$ cat src/rtl/alu_iterative.sv
// Multi-cycle ADD/SUB/MUL/DIV unit: single-cycle add/sub, shift-add multiply, restoring divide.
// Optional overflow flag output alu_ovf is enabled by defining ALU_ITERATIVE_OVF_EN.
module alu_iterative #(
    parameter int unsigned REG_SIZE = 8
) (
    input  logic                clk,
    input  logic                rst,
    input  logic [1:0]          alu_operation,
    input  logic [REG_SIZE-1:0] alu_op1,
    input  logic [REG_SIZE-1:0] alu_op2,
    input  logic                alu_req,
    output logic                alu_done,
    output logic [REG_SIZE-1:0] alu_res,
`ifdef ALU_ITERATIVE_OVF_EN
    output logic                alu_busy,
    output logic                alu_ovf
`else
    output logic                alu_busy
`endif
);

    localparam int unsigned N    = REG_SIZE;
    localparam int unsigned CntW = (N > 2) ? $clog2(N) : 1;

    localparam logic [1:0] OpAdd = 2'b00;
    localparam logic [1:0] OpSub = 2'b01;
    localparam logic [1:0] OpMul = 2'b10;
    localparam logic [1:0] OpDiv = 2'b11;

    typedef enum logic [2:0] {
        StIdle,
        StAddSub,
        StMul,
        StDiv,
        StDone
    } state_e;

    state_e            state_q, state_d;
    logic [1:0]        op_q, op_d;
    logic [N-1:0]      a_q, a_d;
    logic [N-1:0]      b_q, b_d;
    logic [2*N-1:0]    acc_q, acc_d;
    logic [CntW-1:0]   cnt_q, cnt_d;
    logic [N-1:0]      res_q, res_d;
    logic              done_q, done_d;
    logic              busy_q, busy_d;
`ifdef ALU_ITERATIVE_OVF_EN
    logic              ovf_q, ovf_d;
`endif

    logic [N:0]        add_sum;
    logic [N:0]        sub_diff;
    logic [N:0]        mul_sum;
    logic [2*N-1:0]    mul_next;
    logic [N:0]        div_shift;
    logic [N:0]        div_trial;
    logic              div_ge;
    logic [2*N-1:0]    div_next;
    logic              last_step;

    assign add_sum  = {1'b0, a_q} + {1'b0, b_q};
    assign sub_diff = {1'b0, a_q} - {1'b0, b_q};

    // Multiply: acc holds {partial product, remaining multiplier bits}; shift right each step.
    assign mul_sum  = {1'b0, acc_q[2*N-1:N]} + (acc_q[0] ? {1'b0, a_q} : {(N+1){1'b0}});
    assign mul_next = {mul_sum, acc_q[N-1:1]};

    // Divide: acc holds {remainder, dividend/quotient}; trial bit N set means the subtract went
    // negative, since the shifted remainder is always below 2*divisor.
    assign div_shift = acc_q[2*N-1:N-1];
    assign div_trial = div_shift - {1'b0, b_q};
    assign div_ge    = ~div_trial[N];
    assign div_next  = {(div_ge ? div_trial[N-1:0] : div_shift[N-1:0]), acc_q[N-2:0], div_ge};

    assign last_step = (cnt_q == CntW'(N - 1));

`ifndef ALU_ITERATIVE_OVF_EN
    logic unused_flags;
    assign unused_flags = ^{add_sum[N], sub_diff[N]};
`endif

    always_comb begin
        state_d = state_q;
        op_d    = op_q;
        a_d     = a_q;
        b_d     = b_q;
        acc_d   = acc_q;
        cnt_d   = cnt_q;
        res_d   = res_q;
        done_d  = 1'b0;
`ifdef ALU_ITERATIVE_OVF_EN
        ovf_d   = ovf_q;
`endif

        unique case (state_q)
            StIdle: begin
                if (alu_req) begin
                    op_d  = alu_operation;
                    a_d   = alu_op1;
                    b_d   = alu_op2;
                    cnt_d = '0;
                    acc_d = {{N{1'b0}}, (alu_operation == OpMul) ? alu_op2 : alu_op1};
                    case (alu_operation)
                        OpMul:   state_d = StMul;
                        OpDiv:   state_d = (alu_op2 != '0) ? StDiv : StAddSub;
                        default: state_d = StAddSub;
                    endcase
                end
            end

            StAddSub: begin
                state_d = StDone;
                done_d  = 1'b1;
                case (op_q)
                    OpAdd: begin
                        res_d = add_sum[N-1:0];
`ifdef ALU_ITERATIVE_OVF_EN
                        ovf_d = add_sum[N];
`endif
                    end
                    OpSub: begin
                        res_d = sub_diff[N-1:0];
`ifdef ALU_ITERATIVE_OVF_EN
                        ovf_d = sub_diff[N];
`endif
                    end
                    default: begin
                        // Only a zero-divisor DIV reaches here besides ADD/SUB.
                        res_d = {N{1'b1}};
`ifdef ALU_ITERATIVE_OVF_EN
                        ovf_d = 1'b1;
`endif
                    end
                endcase
            end

            StMul: begin
                acc_d = mul_next;
                cnt_d = cnt_q + CntW'(1);
                if (last_step) begin
                    state_d = StDone;
                    done_d  = 1'b1;
                    res_d   = mul_next[N-1:0];
`ifdef ALU_ITERATIVE_OVF_EN
                    ovf_d   = (mul_next[2*N-1:N] != '0);
`endif
                end
            end

            StDiv: begin
                acc_d = div_next;
                cnt_d = cnt_q + CntW'(1);
                if (last_step) begin
                    state_d = StDone;
                    done_d  = 1'b1;
                    res_d   = div_next[N-1:0];
`ifdef ALU_ITERATIVE_OVF_EN
                    ovf_d   = 1'b0;
`endif
                end
            end

            StDone: begin
                state_d = StIdle;
            end

            default: begin
                state_d = StIdle;
            end
        endcase

        busy_d = (state_d != StIdle);
    end

    always_ff @(posedge clk or posedge rst) begin
        if (rst) begin
            state_q <= StIdle;
            op_q    <= '0;
            a_q     <= '0;
            b_q     <= '0;
            acc_q   <= '0;
            cnt_q   <= '0;
            res_q   <= '0;
            done_q  <= 1'b0;
            busy_q  <= 1'b0;
        end else begin
            state_q <= state_d;
            op_q    <= op_d;
            a_q     <= a_d;
            b_q     <= b_d;
            acc_q   <= acc_d;
            cnt_q   <= cnt_d;
            res_q   <= res_d;
            done_q  <= done_d;
            busy_q  <= busy_d;
        end
    end

`ifdef ALU_ITERATIVE_OVF_EN
    always_ff @(posedge clk or posedge rst) begin
        if (rst) begin
            ovf_q <= 1'b0;
        end else begin
            ovf_q <= ovf_d;
        end
    end

    assign alu_ovf = ovf_q;
`endif

    assign alu_done = done_q;
    assign alu_res  = res_q;
    assign alu_busy = busy_q;

endmodule

$ cat config.mk
export PLATFORM = sky130hd
export DESIGN_NAME = alu_iterative
export DESIGN_NICKNAME = d
export VERILOG_FILES = /design/src/rtl/alu_iterative.sv
export SDC_FILE = /design/constraint.sdc
export NUM_CORES = 1
export LEC_CHECK = 0
export BUFFER_PORTS_ARGS = -buffer_cell sky130_fd_sc_hd__buf_4
export CAP_MARGIN = 10
export CORE_ASPECT_RATIO = 1.4
export CORE_MARGIN = 4
export CORE_UTILIZATION = 60
export CTS_CLUSTER_SIZE = 25
export DETAILED_ROUTE_END_ITERATION = 10
export PLACE_DENSITY = 0.85
export SYNTH_ARGS = -nofsm -noshare
export SYNTH_HDL_FRONTEND = slang
export SYNTH_SLANG_ARGS = --single-unit
$ cat constraint.sdc
create_clock -name clk -period 3.2 [get_ports clk]
set_input_delay 0.16 -clock clk [delete_from_list [all_inputs] [get_ports clk]]
set_output_delay 0.16 -clock clk [all_outputs]
set_load 0.005 [all_outputs]
# Yosys cells after proc, flatten, opt, wreduce, memory -nomap -nowiden
# Index checks and enable logic that the tools add are counted.
op_classes:
  bitwise: 1
  add_sub_neg: 5
  eq_ne: 10
  reduce_logical: 12
  n_mux: 18
ops:
  columns: ["operator", "count"]
  rows:
  - ["case mux 16 bit (3 select lines)", 1]
  - ["two-way mux 8 bit", 5]
  - ["case mux 8 bit (3 select lines)", 1]
  - ["two-way mux 16 bit", 1]
  - ["case mux 8 bit (2 select lines)", 1]
  - ["adder 8 x 8 -> 9 bit", 1]
  - ["two-way mux 3 bit", 3]
  - ["case mux 3 bit (3 select lines)", 1]
  - ["nonzero test 3 bit", 3]
  - ["subtractor 9 x 8 -> 9 bit", 1]
  - ["adder 8 bit", 1]
  - ["nonzero test 8 bit", 1]
  - ["subtractor 8 bit", 1]
  - ["equality test 3 x 2 -> 1 bit, second input constant", 2]
  - ["!= test 2 bit, second input constant", 3]
  - ["case mux 3 bit (2 select lines)", 1]
  - ["AND reduction 2 bit", 3]
  - ["equality test 2 bit, second input constant", 2]
  - ["case mux 2 bit (2 select lines)", 1]
  - ["adder 3 x 1 -> 3 bit, second input constant", 1]
  - ["equality test 3 x 1 -> 1 bit, second input constant", 1]
  - ["equality test 3 bit, second input constant", 1]
  - ["zero test 3 bit", 1]
  - ["AND reduction 3 bit", 1]
  - ["other kinds (8)", 8]
word_totals:
  regBits: 50

# Longest topological paths before layout
depth:
  word_depth: 6
  mapped_depth: 11
  ltp_nobuf: 11

# Least setup slack after synthesis
# OpenSTA, ideal clock, no wires.
synth_timing:
  path_type: "register to register"
  start: "reg acc_q[7]"
  end: "reg acc_q[12]"
  period_less_slack_ns: 2.411
  setup_slack_ns: 0.789
  path_stages_with_launch: 12
  setup_ns: 0.126
  t_arrival_ns: 2.285
  n_path_buf: 1
  required_time_ns: 3.074
  cell_sequence: "dfrtp_1 -> inv_1 -> ha_1 -> inv_1 -> fa_1 -> a21oi_1 -> nor2_1 -> o32ai_2 -> xor2_2 -> buf_6 -> nor3_2 -> a311o_1"
synth_via:
  elab_chain_cells: 3
synth_rtl:
  columns: ["item", "line_no", "source"]
  rows:
  - ["from (decl)", "42", "logic [2*N-1:0] acc_q, acc_d;"]
  - ["from (signal assigned)", "181", "acc_q <= '0;"]
  - ["from (signal assigned)", "191", "acc_q <= acc_d;"]
  - ["subtractor 9 x 8 -> 9 bit", "71", "assign div_trial = div_shift - {1'b0, b_q};"]
  - ["two-way mux 8 bit", "73", "assign div_next = {(div_ge ? div_trial[N-1:0] : div_shift[N-1:0]), acc_q[N-2:0], div_ge};"]
  - ["case mux 16 bit (3 select lines)", "95", "unique case (state_q)"]
# No other way between the ends.
# A chain may end at the register's enable or synchronous reset.

# Final worst setup path
layout_timing:
  start: "reg acc_q[7]"
  end: "reg acc_q[11]"
# The elaborated chain is that of the path after synthesis.

==> results.md <==
- Max Root-Sink Buffers: 2
- Placed insts: 476
- Largest net degree at the start of global routing: 51
- Hold Crit Depth: 3
- Gr usage total: 0.264
- HP Start: alu_op1[0]
- Area of the multi-input gates: 0.00208 mm2
- Top cells by area, synth: dfrtp_1 36%, ha_1 9.3%, nand2_1 4.9%
- Die Area: 0.00716 mm2
- Worst-Skew Late Latency: 320 ps
- Setup Buffers After CTS: 0
- Dpl ws: 374 ps
- Final Non-Filler Cells: 484
- R2r startpoint: acc_q[7]$_DFFE_PP0P_
- Max-slew headroom: 0.286
- Top cell type's share of synthesized area: 0.356
- Resized cells post-CTS: 0
- CTS Buf Count: 5
- Number of placement rows: 32
- Max-cap violation count: 0
- Core Area: 0.00561 mm2
- Layout area overhead: 10.8%
- Hold Crit Endpoint: a_q[0]$_DFFE_PP0P_
- RSZ-0062 raised after global routing: no
- Register Area: 0.00125 mm2
- Final nets: 465
- Top cells by count, synth: 50 x dfrtp_1, 46 x nand2_1, 26 x ha_1, 26 x inv_1
- Starting Density: 0.627
- CP endpoint kind: flip-flop
- Vias in the first global route: 3047
- Sum Neg Setup Slack: 0 ps
- Syn avg cell area: 9.01 um2
- IO buf count: 30
- Post-synth net total: 440
- Worst Max-Slew Pin Slew: 1070 ps
- WP data arrival: 3140 ps
- Via count: 3056
- Final setup violation count: 0
- Flop-to-flop setup slack: 240 ps
- DRC: 0
- Final hold violation count: 0
- CP Max Fanout: 8
- Antenna fix cells: 0
- Post-CTS Hold Fix Bufs: 0
- R2r endpoint: acc_q[11]$_DFFE_PP0P_
- DR pass1 iterations: 4
- Area of the mapped netlist: 0.00351 mm2
- Worst hold slack: 69.5 ps
- Post-synthesis register bit count: 50
- Startpoint types: flip-flop
- CTS H-tree lvls: 2
- Share of post-route cells with drive strength above 1: 0.149
- Register-to-Register Path Depth: 11
- WS Path Type: reg2reg
- Cells after Synth: 390
- Via density: 6.31
- Hold Crit Class: in2reg
- Root Buffer: clkbuf_8
- Tcrit/Tclk final: 0.924
- Number of library cell types mapped by synthesis: 51
- Routed wire length: 9.04 mm
- Post-synthesis async set-or-reset flop share: 1.00
- Post-synthesis sequential area ratio: 0.356
- FILL cells: 468
- Status: completed
- First-pass GRT wire length: 14.7 mm
- Die Wd: 72.7 um
- Fin crit period: 2960 ps
- Worst Slack Setup Final: 243 ps
- Area leader, netlist: dfrtp_1
- Req. time, crit path: 3390 ps
- Fin Clk Skew: 6.91 ps
- FMAX: 0.338 GHz
- Syn. warnings: 0
- Clock slew at reported path FFs: 100 ps
- I/O pin cnt: 31
- Initial antenna violation count: 0
- Post-route ant nets: 0
- Placer congestion estimate: 0.890
- Post-DP HPWL: 6.90 mm
- Top-count cell post-synth: dfrtp_1
- Total grt overflow: 0
- DIE HEIGHT: 98.5 um
- Average wire per standard cell: 18.7 um
- Most used DFF post-synth: dfrtp_1
- TritonCTS Sinks: 50
- CTS tree: done
- Slew Limit Fails: 0
- Drt first-iter violations: 244
- Post-synth EDFFs: 0
## flip-flops by register name, indices dropped and copies added (netlist names)
name      count
a_q           8
acc_q        16
alu_busy      1
alu_done      1
alu_res       8
b_q           8
cnt_q         3
op_q          2
state_q       3
## how the worst max path moves through the flow
stage	start	end	slack, ps	cells past startpoint
after CTS	acc_q[7]$_DFFE_PP0P_	acc_q[11]$_DFFE_PP0P_	270	11
after global placement	acc_q[7]$_DFFE_PP0P_	acc_q[11]$_DFFE_PP0P_	500	11
after global routing	acc_q[7]$_DFFE_PP0P_	acc_q[11]$_DFFE_PP0P_	70	11
after floorplan	acc_q[7]$_DFFE_PP0P_	acc_q[12]$_DFFE_PP0P_	790	11
after detailed placement	acc_q[7]$_DFFE_PP0P_	acc_q[9]$_DFFE_PP0P_	370	11
final	acc_q[7]$_DFFE_PP0P_	acc_q[11]$_DFFE_PP0P_	240	11
## metal layers
layer,vias to the layer above,GRT usage,part of all wire
li1,1428,-,-
met1,1476,0.325,0.39
met2,117,0.440,0.50
met3,35,0.0388,0.063
met4,0,0.138,0.046
met5,-,0,0
## per-stage QoR
stage | area, um2 | utilization
6_report | 3890 | 0.694
5_1_grt | 3890 | 0.694
4_1_cts | 3890 | 0.694
3_5_place_dp | 3780 | 0.675
3_3_place_gp | 3780 | 0.675
2_1_floorplan | 3510 | -
## cells in the final DEF (no fill, tap or decap), types with 3 or more instances in the layout
cell type	netlist	layout
fa_1	3	3
nand3_1	5	5
and2_1	11	11
clkbuf_8	0	5
nand2b_1	7	7
inv_1	26	25
a21oi_1	22	22
o21a_1	5	5
xnor2_1	16	16
mux2i_1	9	9
mux2_2	10	10
a311oi_1	6	6
a211oi_1	8	8
o21ai_0	23	23
nand2_1	46	46
o31ai_1	8	8
nor2b_1	9	9
xor2_1	5	5
ha_1	26	26
dfrtp_1	50	50
a2bb2oi_1	3	3
nor3_1	5	5
a31oi_1	5	5
buf_4	2	36
nor2_1	23	22
a21o_1	12	12
## worst max-delay path: stages, from the launching register on
cell,delay [ps]
dfrtp_1,410
inv_1,110
ha_1,180
inv_1,50
fa_1,400
a21oi_1,210
nor2_1,110
o32ai_2,320
xor2_2,430
buf_4,250
mux2i_1,230
o21ai_0,120
## area by class of cell
class	count	share of cell area
multi-input combinational	296	0.534
sequential	50	0.321
timing repair buffer	36	0.0694
inverter	26	0.0251
tap	68	0.0219
clock buffer	5	0.0177
clock inverter	3	0.0103
## kinds of logic (layout without fill, tap and decap cells)
kind of cell             Yosys count  after routing  share of synthesized area
AO/OA/AOI/OAI                    110            110                      0.211
XOR/XNOR                          22             22                     0.0570
adder cells (fa/ha/maj)           29             29                      0.110
buffers and inverters             44             70                     0.0527
flip-flops                        50             50                      0.356
multiplexers                      19             19                     0.0577
AND/OR/NAND/NOR                  116            116                      0.156
Power is left out: the tool's default activity adds up to more than one toggle a clock period on the data nets, which glitch-free logic cannot reach.
